## config.mk

```make
export PLATFORM = sky130hd
export DESIGN_NAME = mem_port_arbiter
export DESIGN_NICKNAME = d
export VERILOG_FILES = /design/src/rtl/mem_port_arbiter.sv
export SDC_FILE = /design/constraint.sdc
export NUM_CORES = 1
export LEC_CHECK = 0
export CAP_MARGIN = 10
export CORE_AREA = 2 2 152 154
export CTS_CLUSTER_DIAMETER = 100
export DETAILED_ROUTE_END_ITERATION = 10
export DIE_AREA = 0 0 154 156
export PLACE_DENSITY = 0.75
export SKIP_CTS_REPAIR_TIMING = 1
export SLEW_MARGIN = 15
export SYNTH_ARGS = -nofsm -noshare
export SYNTH_HDL_FRONTEND = slang
export SYNTH_SLANG_ARGS = --single-unit
```

## constraint.sdc

```tcl
create_clock -name CLK -period 1.9 [get_ports CLK]
set_input_delay 0.38 -clock CLK [delete_from_list [all_inputs] [get_ports CLK]]
set_output_delay 0.38 -clock CLK [all_outputs]
set_load 0.1 [all_outputs]
```

## src/rtl/mem_port_arbiter.sv

```systemverilog
// Two-requester arbiter (instruction fetch / data access) for a single-ported memory.
// Round-robin on ties; registers the granted request and sequences read latency.
//   state | meaning
//   IDLE  | waiting for if_req / dm_req, grant on request
//   ISSUE | one-cycle memory strobe with registered address/data
//   WAIT  | counting down the memory read latency, capture on terminal count
//   ACK   | one-cycle acknowledge to the granted requester
module mem_port_arbiter #(
  parameter int ADDR_W  = 32,
  parameter int DATA_W  = 64,
  parameter int MEM_LAT = 2
) (
  input  logic              CLK,
  input  logic              RST_N,
  input  logic              if_req,
  input  logic [ADDR_W-1:0] if_addr,
  output logic              if_ack,
  output logic [31:0]       if_rdata,
  input  logic              dm_req,
  input  logic              dm_we,
  input  logic [ADDR_W-1:0] dm_addr,
  input  logic [DATA_W-1:0] dm_wdata,
  output logic              dm_ack,
  output logic [DATA_W-1:0] dm_rdata,
  output logic              mem_re,
  output logic              mem_we,
  output logic [ADDR_W-1:0] mem_addr,
  output logic [DATA_W-1:0] mem_wdata,
  input  logic [DATA_W-1:0] mem_rdata,
  output logic              busy,
  output logic              owner
);

  localparam int CNT_W = (MEM_LAT > 1) ? $clog2(MEM_LAT) : 1;

  typedef enum logic [1:0] {IDLE, ISSUE, WAIT, ACK} state_t;

  state_t           state;
  logic [CNT_W-1:0] lat_cnt;
  logic             we_q;
  logic             last_owner;
  logic             grant_dm;

  // Data wins when it is the only requester, or on a tie when fetch was granted last.
  assign grant_dm = dm_req & (~if_req | ~last_owner);

  always_ff @(posedge CLK or negedge RST_N) begin
    if (!RST_N) begin
      state      <= IDLE;
      lat_cnt    <= '0;
      we_q       <= 1'b0;
      last_owner <= 1'b1;
      owner      <= 1'b0;
      busy       <= 1'b0;
      if_ack     <= 1'b0;
      dm_ack     <= 1'b0;
      mem_re     <= 1'b0;
      mem_we     <= 1'b0;
      mem_addr   <= '0;
      mem_wdata  <= '0;
      if_rdata   <= '0;
      dm_rdata   <= '0;
    end else begin
      if_ack <= 1'b0;
      dm_ack <= 1'b0;
      mem_re <= 1'b0;
      mem_we <= 1'b0;
      case (state)
        IDLE: begin
          if (if_req || dm_req) begin
            owner      <= grant_dm;
            last_owner <= grant_dm;
            mem_addr   <= grant_dm ? dm_addr : if_addr;
            if (grant_dm) mem_wdata <= dm_wdata;
            we_q       <= grant_dm & dm_we;
            mem_re     <= ~(grant_dm & dm_we);
            mem_we     <= grant_dm & dm_we;
            busy       <= 1'b1;
            state      <= ISSUE;
          end
        end
        ISSUE: begin
          if (we_q) begin
            dm_ack <= 1'b1;
            state  <= ACK;
          end else begin
            lat_cnt <= CNT_W'(MEM_LAT - 1);
            state   <= WAIT;
          end
        end
        WAIT: begin
          // Terminal count lines up with the cycle in which mem_rdata is valid.
          if (lat_cnt == '0) begin
            if (owner) dm_rdata <= mem_rdata;
            else       if_rdata <= mem_rdata[31:0];
            if_ack <= ~owner;
            dm_ack <= owner;
            state  <= ACK;
          end else begin
            lat_cnt <= lat_cnt - CNT_W'(1);
          end
        end
        ACK: begin
          busy  <= 1'b0;
          state <= IDLE;
        end
        default: begin
          busy  <= 1'b0;
          state <= IDLE;
        end
      endcase
    end
  end

endmodule

```

==> flow_results.org, run 1 <==
** Finish
- Relative area change from synthesis to final layout :: 63.0%
- Layout net count :: 1178
- Number of diodes added for antenna fixing :: 0
- The finished layout holds 1276 standard cells, fillers aside.
- In the final layout, the share of cells above drive strength 1 is 43.7%.
- Final core occ :: 58.3%

** Worst setup path
- Logic depth of the worst setup path including buffers :: 6
- Setup slack, reg-to-reg :: 0.11 ns
- The worst setup path is of the reg2reg kind.
- Kind of start point of the critical path :: flip-flop
- Worst R2R End :: dm_rdata[60]
- Data arrives at the worst endpoint at 2.16 ns.
- In this run the worst setup path terminates at dm_rdata[60].
- The signal on the critical path passes through inv_1 -> ha_1 -> nand3b_1 -> buf_12 -> buf_8 -> mux2_2.
- Tracing the worst setup path back leads to its startpoint at state[0].
- Worst path top cell family by delay :: buffers and inverters
- Type of destination of the critical path :: flip-flop
- Crit Path Max Fanout :: 29
- Among all stages on the critical path, the largest delay is contributed by dfrtp_1.
- Data on the critical path is required at its endpoint by 2.27 ns.
- Worst reg-to-reg path cell count :: 6
- For this run, the slowest stage of the critical path takes 0.43 ns.
- The critical path contains buffers and inverters numbering 3 combined.
- The worst register-to-register path begins at state[0].

** Logic synthesis
- In the synthesized netlist, the cells that appear most often are dfrtp_1, mux2_2, a21oi_1, nand2_1, mux2_4.
- Summed over all instances, the cell type with the most area after synthesis is dfrtp_1.
- Fraction of the yosys area taken by sequential cells :: 63.5%
- Synthesis inferred 203 register bits.
- Synth Instances :: 558
- Number of distinct library cells after synthesis :: 27
- Each instance of the synthesized netlist takes up on average 14.3 um2.
- Syn_nets :: 759
- In this run, synthesis inferred 0 flip-flops with an integrated enable.
- Area share of the leading cell type in the synthesized netlist :: 63.2%
- dfrtp_1 is the most common cell in the netlist.
- Post-Synthesis Cell Area :: 8000 um2
- Share of async-settable or async-resettable flops after synthesis :: 100%
- In the post-synthesis netlist, the biggest area contributors are dfrtp_1, mux2_2, mux2_4, a21oi_1, nand2_1.
- Most instantiated flip-flop cell in the synthesis netlist :: dfrtp_1
- The Yosys step of the flow raised 0 warnings.

** Timing
- The number of hold violations in the final report came to 0.
- Adding up every negative setup slack in the final design gives 0 ns.
- Setup-failing EPs final :: 0
- Slew at the pin closest to its max-slew limit :: 0.469 ns
- The worst path uses 94.0% of the clock period.
- Final WS setup :: 0.115 ns
- Static timing analysis puts the maximum clock frequency at 560 MHz.
- RSZ-0062 raised after global routing :: no
- Slew Viols, Final :: 0
- Headroom to the max-slew limit came out at 68.7%.
- Between clock sinks in the finished design, the worst skew comes to 0.0118 ns.
- The worst path in the final design needs a cycle of 1.79 ns, including I/O delays and setup.

** Global routing
- Maximum number of pins on one net before global-route repair :: 59
- Overall track demand over capacity in global routing :: 18.5%
- The initial antenna violation count is 0.
- The first global-routing pass estimated 35300 um of wire.
- After global routing the overflow that remains totals 0.
- Vias in the first global route :: 6457

** Placement
- Input and output buffers added on the ports amount to 394.
- Cell Count Post-Placement :: 1235
- The HPWL after detailed placement is 17200 um.
- OpenSTA, run right after detailed placement, puts the worst setup slack at 0.0330 ns.
- Final GP Congestion :: 0.777

** Drt
- Routed len/inst :: 18.2 um
- The first routing iteration left 274 violations.
- Via density :: 4.75
- The detailed router placed 6063 vias in this run.
- Summed over all layers, the routed wires come to 23300 um.
- Drt first pass iters :: 4
- DR DRC count :: 0
- In this run the remaining antenna-violating nets after routing total 0.

** Floorplanning
- The die covers 24000 um2.
- Die width :: 154 um
- The initial utilization of the core area, before any placement, comes to 35.8%.
- The die is 156 um tall.
- 395 I/O pins were placed.
- Std cell rows :: 55
- Core Region :: 22400 um2

** Clock tree
- Counting the buffers created by CTS gives 22.
- Num Clock Sinks :: 203
- CTS placed an instance of clkbuf_16 at the clock tree root.
- TritonCTS built the clock tree.
- Clock-pin slew on the worst setup and hold paths :: 0.06 ns
- Clk_lat worst skew :: 0.50 ns
- In this run the number of H-tree levels came out at 1.
- Number of buffers on the longest clock path :: 3

** Outcome
- Outcome :: finished, final reports clean

** Flow run
- Max-cap viol count :: 0

** Hold path
- The path class of the tightest hold or removal check is in2async.
## cells in the final DEF (no fill, tap or decap)
master	instances
a21oi_1	65
bufinv_16	1
a21o_1	1
nor3_4	1
o21ai_2	1
nand2_1	39
nand3b_1	1
nand2_4	1
clkdlybuf4s50_1	195
nor2_1	34
mux2_4	38
nor3_1	1
a21bo_2	1
and3_1	1
o21ai_0	2
a21boi_0	2
a22o_1	1
mux2_2	123
clkbuf_16	24
clkinv_2	5
buf_8	1
clkbuf_1	2
dlygate4sd3_1	1
ha_1	4
dfstp_2	1
o21a_1	2
a41oi_1	1
dfrtp_1	201
buf_12	30
nand3_1	1
dfrtp_2	1
a21boi_4	1
clkbuf_8	8
buf_4	196
inv_1	4
## cell type report
class | count | area (um2)
timing repair buffer | 425 | 4090
tap | 285 | 357
clock buffer | 32 | 679
multi-input combinational | 321 | 2760
inverter | 4 | 15.0
clock inverter | 6 | 55.1
fill | 1837 | 9330
sequential | 203 | 5080
## worst reg2reg max path, delay by kind of cell, from the launching register on
family | cells | cell delay [ns]
adders and majority gates | 1 | 0.24
buffers and inverters | 3 | 0.47
DFF | 1 | 0.43
muxes | 1 | 0.38
and+or+nand+nor | 1 | 0.14
## layer usage
metal  GRT usage [%]  share of wire (%)
met5               0                  0
met4            6.23                2.9
met3            5.03                7.9
met2            32.7                 51
met1            21.9                 38
## worst min path at each step
stage                           from            to  slack, ns  cells past startpoint
final                          RST_N  dm_rdata[11]       0.42                      2
after floorplan                RST_N          busy       0.08                      0
after CTS                      RST_N   if_rdata[7]      -0.15                      1
after global routing      if_addr[9]   mem_addr[9]       0.42                      3
after global placement         RST_N  dm_rdata[19]       0.38                      1
after detailed placement       RST_N  dm_rdata[11]       0.38                      1
## stage by stage
step	hold slack (ns)	area [um2]
6_report	0.417	13000
4_1_cts	-0.152	13000
2_1_floorplan	0.0844	8000
3_5_place_dp	0.382	12300
3_3_place_gp	0.379	12300
5_1_grt	0.424	13000
## flip-flops by register name, summed over array words and instances, names as in the netlist
signal and count:
busy 1, dm_ack 1, dm_rdata 64, if_ack 1
if_rdata 32, last_owner 1, lat_cnt 1, mem_addr 32
mem_re 1, mem_wdata 64, mem_we 1, owner 1
state 2, we_q 1
## kinds of logic after synthesis
family          Yosys count  share of synthesized area, %
compound gates           77                          5.30
fa+ha+maj                 4                         0.626
buf+inv                  34                          2.19
flops                   203                          63.5
mux                     161                          24.5
simple gates             79                          3.90
Power of run 1 is not shown: default switching activity piles up to over one toggle a cycle in this logic, so the estimate is an artifact.
==> run 2: changes to the inputs <==
--- a/config.mk
+++ b/config.mk
@@ -10,6 +10,7 @@
 export CTS_CLUSTER_DIAMETER = 100
 export DETAILED_ROUTE_END_ITERATION = 10
 export DIE_AREA = 0 0 154 156
+export MAX_ROUTING_LAYER = met4
 export PLACE_DENSITY = 0.75
 export SKIP_CTS_REPAIR_TIMING = 1
 export SLEW_MARGIN = 15
==> flow_results.org, run 2 (synthesis results as in run 1) <==
** Global routing
- Global routing finished with a remaining overflow of 0.
- Antenna violations before repair :: 0
- Maximum number of pins on one net before global-route repair :: 59
- First-pass GRT wire length :: 35200 um
- Global routing used 19.0% of the available tracks.
- The number of global-route vias before repair is 6488.

** Finish
- Fill cells in the final layout number 1837.
- Of the cells placed in the final design, the portion with a size suffix greater than 1 is 43.7%.
- Final Cell Area :: 13000 um2
- Relative area change from synthesis to final layout :: 63.0%
- Final core occ :: 58.3%
- In the final layout, the registers with the most flip-flops are dm_rdata: 64 flops, mem_wdata: 64 flops.
- Area used by sequential logic in the layout :: 5080 um2
- The library cell used most frequently in the layout, excluding fill and tap cells, is dfrtp_1.
- Commonest non-fill, non-tap cells in the layout :: dfrtp_1, buf_4, clkdlybuf4s50_1
- Area occupied by multi-input gates :: 2760 um2
- Final non-filler cell total :: 1276
- The number of antenna diodes in the final layout is 0.
- The final layout contains 1178 nets.

** Worst setup path
- The largest individual stage delay along the critical path comes from the cell dfrtp_1.
- Setup slack on the worst reg-to-reg path comes out at 0.12 ns.
- Critical path cell sequence :: inv_1 -> ha_1 -> nand3b_1 -> buf_12 -> buf_8 -> mux2_2
- Endpoint arrival time on the critical path :: 2.15 ns
- Kind of start point of the critical path :: flip-flop
- Worst Path Required :: 2.27 ns
- The worst setup path is captured at a flip-flop.
- Worst reg-to-reg path cell count :: 6
- Together, buffers and inverters on the worst path number 3.
- Along the worst path, the maximum fanout reaches 29.
- The endpoint identified for the worst register-to-register timing path is dm_rdata[60].
- Delay of the slowest cell on the worst path :: 0.43 ns
- Worst path top cell family by delay :: buffers and inverters
- Reg2Reg Launch Point :: state[0]
- Worst setup path class :: reg2reg

** Floorplanning
- The floorplan has 55 rows.
- Area enclosed by the die boundary :: 24000 um2
- In this run the horizontal extent of the chip is 154 um.
- Core Region :: 22400 um2
- Initial cell density of the core :: 35.8%
- Number of I/O pins :: 395
- Die height :: 156 um

** Timing
- The clock arrives with 0.0111 ns of skew.
- Slew Viols, Final :: 0
- Final Hold Viols :: 0
- Relative max-transition margin :: 68.5%
- After layout, the worst path uses 93.7% of the clock period.
- For the pin with the worst max-slew slack, the measured transition is 0.472 ns.
- The clock period could shrink to 1.78 ns.
- Highest Clock Rate :: 562 MHz
- Setup-failing EPs final :: 0
- Aggregate negative setup slack :: 0 ns
- RSZ-0062 raised after global routing :: no

** Clock tree
- Num CTS Buffers :: 22
- Cell at the root of the clock tree :: clkbuf_16
- Clock tree synthesis found a total of 203 sinks.
- In this run the number of H-tree levels came out at 1.
- TritonCTS built the clock tree.
- Clock-pin slew on the worst setup and hold paths :: 0.06 ns
- Number of buffers on the longest clock path :: 3
- Clk_lat worst skew :: 0.49 ns

** Drt
- Via Count :: 6098
- After detailed routing, the number of vias per cell comes to 4.78.
- Post-detailed-routing wire length :: 23300 um
- The first detailed-routing pass took 4 iterations.
- After detailed routing, the average wire length per cell comes to 18.2 um.
- After the first detailed-routing iteration, the DRC count stood at 264.
- Remaining antenna violation count after routing :: 0
- In the routed design, unresolved DRC markers number 0.

** Flow run
- Across the run, the number of max-cap violations was 0.

** Placement
- Final GP Congestion :: 0.788
- Buffers on Ports :: 394
- The wire-length estimate of the detail-placed layout is 17200 um.
- Once placement completed, the tool counted placed cells totaling 1235.
- Once placement finished, the instance area stood at 12300 um2.

** Hold path
- In this run the worst hold path is classified as in2async.

** Outcome
- Outcome :: finished, final reports clean
run 2: worst max path at each step:
stage / start / to / cells past startpoint
6_report: state[0] / dm_rdata[60] / 6
5_1_grt: state[0] / dm_rdata[37] / 6
2_1_floorplan: state[0] / if_rdata[10] / 6
3_3_place_gp: dm_req / mem_wdata[46] / 5
4_1_cts: state[0] / dm_rdata[28] / 5
3_5_place_dp: dm_req / mem_addr[30] / 5
run 2: per-layer routing:
| metal | share of wire [%] | GRT usage, % |
|---|---|---|
| met2 | 51 | 32.7 |
| met4 | 2.9 | 6.23 |
| met3 | 7.4 | 4.00 |
| met1 | 39 | 22.4 |
| met5 | 0 | - |
run 2: per-stage QoR:
stage               setup WS, ns  hold WS [ns]
floorplan                  0.184        0.0844
finish                     0.120         0.415
detailed placement        0.0330         0.382
CTS                       0.0603        -0.152
global route              0.0264         0.424
global placement          0.0445         0.379
run 2: layout make-up:
cell class	count	area share, %
Sequential cell	203	39.0
Clock buffer	32	5.21
Inverter	4	0.115
Clock inverter	6	0.422
Timing Repair Buffer	425	31.4
Multi-Input combinational cell	321	21.2
Tap cell	285	2.74
Power of run 2 is left out for the same reason.
